[src/rtl/negedge_deser_pkg.sv]
// negedge_deser_pkg: shared width defaults and counter sizing for the negedge deserializer
package negedge_deser_pkg;

    localparam int DEFAULT_WIDTH = 8;

    function automatic int cnt_w(input int w);
        return $clog2(w);
    endfunction

endpackage

[src/rtl/negedge_deser_shift.sv]
// negedge_deser_shift: LSB-first shift register and bit counter with word-completion strobe
module negedge_deser_shift
    import negedge_deser_pkg::*;
#(
    parameter int WIDTH = DEFAULT_WIDTH
) (
    input  logic             clk,
    input  logic             reset,
    input  logic             sin,
    input  logic             sin_valid,
    output logic [WIDTH-1:0] word,
    output logic             done
);

    localparam int CW = cnt_w(WIDTH);

    logic [WIDTH-1:0] sh;
    logic [CW-1:0]    cnt;

    // word is the value sh takes on this edge; done flags it as complete
    always_comb begin
        word = {sin, sh[WIDTH-1:1]};
        done = sin_valid && (cnt == CW'(WIDTH - 1));
    end

    always_ff @(negedge clk or negedge reset) begin
        if (!reset) begin
            sh  <= '0;
            cnt <= '0;
        end else if (sin_valid) begin
            sh  <= word;
            cnt <= done ? '0 : cnt + CW'(1);
        end
    end

endmodule

[src/rtl/negedge_deser.sv]
// negedge_deser: falling-edge serial-to-parallel deserializer with valid/ready holding register
module negedge_deser
    import negedge_deser_pkg::*;
#(
    parameter int WIDTH = DEFAULT_WIDTH
) (
    input  logic             clk,
    input  logic             reset,
    input  logic             sin,
    input  logic             sin_valid,
    input  logic             out_ready,
    output logic [WIDTH-1:0] dout,
    output logic             dout_valid,
    output logic             overrun
);

    logic [WIDTH-1:0] word;
    logic             done;
    logic             fire;
    logic             load;
    logic             drop;

    negedge_deser_shift #(.WIDTH(WIDTH)) u_shift (
        .clk       (clk),
        .reset     (reset),
        .sin       (sin),
        .sin_valid (sin_valid),
        .word      (word),
        .done      (done)
    );

    // a word completing while the held one is consumed loads back-to-back
    always_comb begin
        fire = dout_valid && out_ready;
        load = done && (!dout_valid || fire);
        drop = done && dout_valid && !out_ready;
    end

    always_ff @(negedge clk or negedge reset) begin
        if (!reset) begin
            dout       <= '0;
            dout_valid <= 1'b0;
            overrun    <= 1'b0;
        end else begin
            dout       <= load ? word : dout;
            dout_valid <= load ? 1'b1 : (fire ? 1'b0 : dout_valid);
            overrun    <= overrun || drop;
        end
    end

endmodule

[config.mk]
export PLATFORM = sky130hd
export DESIGN_NAME = negedge_deser
export DESIGN_NICKNAME = d
export VERILOG_FILES = /design/src/rtl/negedge_deser_pkg.sv /design/src/rtl/negedge_deser_shift.sv /design/src/rtl/negedge_deser.sv
export SDC_FILE = /design/constraint.sdc
export NUM_CORES = 1
export LEC_CHECK = 0
export CAP_MARGIN = 20
export CORE_MARGIN = 1
export CORE_UTILIZATION = 44
export CTS_CLUSTER_DIAMETER = 50
export DETAILED_ROUTE_END_ITERATION = 8
export PLACE_DENSITY_LB_ADDON = 0.3
export RECOVER_POWER = 50
export REMOVE_ABC_BUFFERS = 1
export SYNTH_ARGS = -nofsm -noshare
export SYNTH_HDL_FRONTEND = slang
export SYNTH_HIERARCHICAL = 1
export SYNTH_SLANG_ARGS = --single-unit
[constraint.sdc]
create_clock -name clk -period 1.6 [get_ports clk]
set_input_delay 0.32 -clock clk [delete_from_list [all_inputs] [get_ports clk]]
set_output_delay 0.32 -clock clk [all_outputs]
set_load 0.02 [all_outputs]
[Yosys cells after proc, flatten, opt, wreduce, memory -nomap -nowiden]
Index checks and enable logic that the tools add are counted.
Storage, ports and cells
  bits in registers: 21
  latch bits: 0
  memory bits (writable): 0
  ROM bits: 0
  input bits: 5
  output and inout port bits: 10
  word-level logic and storage cells: 20
  memories: 0
Cells by class
  $add $sub $neg: 1
  multipliers: 0
  div/mod/pow operators: 0
  $lt $le $gt $ge: 0
  equality and inequality tests: 1
  shift-type cells: 0
  muxes and demuxes: 3
  bitwise operators: 0
  reductions and logical operators: 10
Operators by type and width (count)
  $logic_and 1x1->1: 5
  $add 3x1->3 const B: 1
  $eq 3x3->1 const B: 1
  $mux 3: 1
  $logic_not 1->1: 2
  $logic_or 1x1->1: 2
  $mux 1: 2
  $reduce_bool 2->1: 1

[Longest topological paths before layout]
Gate-level depths: netlist of the first run.
  word-level depth: 5
  gate-level depth with buffers: 5
  depth with buffers taken out: 5

[Cells and area by module]
The synthesis of the first run kept the hierarchy.
By module, submodules not included
  negedge_deser_shift: times used 1, cells each 27, area an instance 429.2 um^2, sequential area each 250.2 um^2
  negedge_deser: times used 1, cells each 23, area an instance 410.4 um^2, sequential area each 250.2 um^2

==> flow_summary_export.csv, run 1 <==
group,metric,value,unit
status,status,"finished, violations left",
status,violations,"setup timing",
placement,place_worst_setup_slack,-0.786,ns
sta,relSlewSlack,0.689,
sta,layout_setup_ws,-0.381,ns
run,maxCapViolations,0,
sta,hold_viol_final,0,
sta,finalSetupViolations,18,
sta,slew_violations,0,
drt,dr.pass1.iters,4,
worst_setup_path,end_kind,"output port",
worst_setup_path,cp_max_fo,2,
worst_setup_path,critPathTopFamily,"flip-flops",
floorplan,rows,15,
global_route,grt_pass1_vias,496,
placement,place.gp.congestion,0.687,
layout,fin_util,0.674,
layout,syn2layout_area_growth,41.7,%
drt,drtIter0Drc,2,
sta,rsz0062_at_grt,"true",
sta,finClkSkew,0.00288,ns
worst_setup_path,arrival,1.66,ns
floorplan,die_area,2090,um^2
clock_tree,postCtsHoldBufs,0,
clock_tree,cts_tree,"yes",
drt,drc,0,
global_route,overflow,0,
sta,tightest_slew,0.467,ns
placement,hpwl,935,um
clock_tree,htreeDepth,1,
global_route,grt_max_degree,21,
logic_synthesis,ys_seq_elements,20,
logic_synthesis,avgSynthCellArea,16.8,um^2
worst_setup_path,critical_path.max_stage_delay,0.45,ns
clock_tree,clock_path_buffers,2,
clock_tree,numCtsBuffers,3,
logic_synthesis,synth_cell_types,14,
logic_synthesis,synth_cells,50,
drt,wirelength,1320,um
floorplan,die-height,45.7,um
logic_synthesis,synthAdderAreaFrac,0.0298,
worst_setup_path,worstSetupPathType,"flip-flop to output port",
logic_synthesis,synth_top_family_by_area,"multiplexers",
floorplan,initial_utilization,0.476,
drt,vias,492,
pwr,leakage,0.000612,uW
worst_setup_path,cp.required,1.28,ns
layout,final_nets,90,
clock_tree,cts.sinks,20,
drt,vias_per_cell,4.60,
pwr,ir_worst_vdd,965,uV
worst_setup_path,critPathBufInv,1,
layout,antennaDiodeCount,0,
drt,wire_per_inst,12.3,um
clock_tree,clk_pin_slew,0.07,ns
layout,drive_gt1_frac,0.659,
worst_setup_path,critPathSlowestCell,"dfrtn_1",
worst_setup_path,crit_chain,"buf_6",
drt,ant_nets,0,
logic_synthesis,muxShareOfSynthArea,0.250,
global_route,grt_usage,0.148,
logic_synthesis,ys_seq_area_frac,0.596,
logic_synthesis,synth-compound-area-share,0.0328,
logic_synthesis,synth-simple-area-share,0.0596,
clock_tree,worstSkewPairLatency,0.29,ns
global_route,grt_antenna_before_repair,0,
floorplan,die_w,45.7,um
placement,place.port_buffers,14,
pwr,power_density,1780,nW/um^2
worst_setup_path,worstSetupStartpointType,"flip-flop",
logic_synthesis,synth-xor-area-share,0,
worst_hold_path,hold_path_class,"flip-flop to flip-flop",
logic_synthesis,synth_warnings,6,
clock_tree,cts_root_buffer,"clkbuf_4",
floorplan,pin_count,15,
floorplan,coreArea,1760,um^2
global_route,grt_pass1_wl,2080,um
logic_synthesis,netlist_area,840,um^2
state kept, by name (all words and copies together), names as in the netlist:
signal and count:
dout 8, u_shift/sh 7, u_shift/cnt 3, dout_valid 1, overrun 1
worst paths after layout:
path                                      from             to  slack (ns)  cells past startpoint
worst max-delay path                   dout[0]        dout[0]       -0.38                      1
worst max register to register  u_shift/cnt[0]        dout[1]        0.08                      5
worst min register to register         overrun        overrun        0.45                      1
min in group asynchronous                reset        dout[4]        1.13                      2
max in group asynchronous                reset  u_shift/sh[5]        0.12                      2
worst min-delay path                   overrun        overrun        0.45                      1
through the flow:
stage / hold WS (ns) / power [uW] / setup TNS [ns] / std cells / cell area [um^2]
after floorplan: 0.438 / 1200 / -2.62 / 48 / 821
after global placement: 0.424 / 1590 / -18.71 / 97 / 1080
after detailed placement: 0.427 / 1620 / -19.11 / 97 / 1080
after CTS: 0.455 / 2120 / -3.99 / 105 / 1190
after global routing: 0.489 / 2240 / -4.33 / 107 / 1190
final: 0.445 / 2120 / -3.92 / 107 / 1190
cell families (layout without fill, tap and decap cells):
kind of cell	after synthesis	count (layout)
mux	16	16
fa+ha+maj	2	2
compound gates	3	3
simple gates	5	5
buf+inv	4	36
flops	20	20
cells in the mapped netlist, drive strengths merged:
master,number,area share
mux2,16,0.25
a22o,2,0.024
dfrtn,20,0.60
nand2b,1,0.016
nor2b,1,0.016
inv,2,0.0089
o21bai,1,0.0089
nand2,2,0.018
buf,2,0.022
ha,2,0.030
and2,1,0.0089
placed cells by master (no fill, tap or decap):
cell / count
and2_4: 1
o21bai_1: 1
nand2_1: 1
bufinv_16: 1
nor2b_4: 1
clkdlybuf4s50_1: 1
a22o_2: 2
nand2b_4: 1
nand2_8: 1
inv_1: 2
dfrtn_1: 20
buf_4: 14
clkbuf_2: 1
buf_6: 13
dlygate4sd2_1: 1
clkbuf_4: 3
ha_1: 2
mux2_4: 8
mux2_2: 8
routing by layer:
layer | vias to the layer above | part of all wire | track usage
met2 | 10 | 0.52 | 0.240
met3 | 2 | 0.030 | 0.0357
met5 | - | 0 | 0
met1 | 242 | 0.43 | 0.174
met4 | 0 | 0.018 | 0.0909
li1 | 238 | - | -
timing repair:
item,CTS,global route
gates resized for setup,73,0
endpoints found under the setup margin,30,18
pin swaps,2,0
setup buffers,4,2
where the power goes:
part | leakage, uW | switching, uW | internal, uW
Combinational | 0.000336 | 317 | 584
Sequential | 0.000247 | 119 | 698
Clock | 0.0000279 | 146 | 253
cell type report:
| class | count | area [um^2] |
|---|---|---|
| clock inverter | 1 | 30.0 |
| tap | 25 | 31.3 |
| clock buffer | 3 | 22.5 |
| timing repair buffer | 30 | 275 |
| sequential | 20 | 500 |
| inverter | 2 | 7.51 |
| multi-input combinational | 26 | 323 |
| fill | 132 | 574 |
Power figures use the tool's default switching activity.
==> run 2: changes to the inputs <==
- CAP_MARGIN: 20 -> 0
- CTS_BUF_LIST: not set -> sky130_fd_sc_hd__clkbuf_4 sky130_fd_sc_hd__clkbuf_8 sky130_fd_sc_hd__clkbuf_16
==> results of run 2 <==
No change in the layout: final DEF, timing and power equal those of run 1.
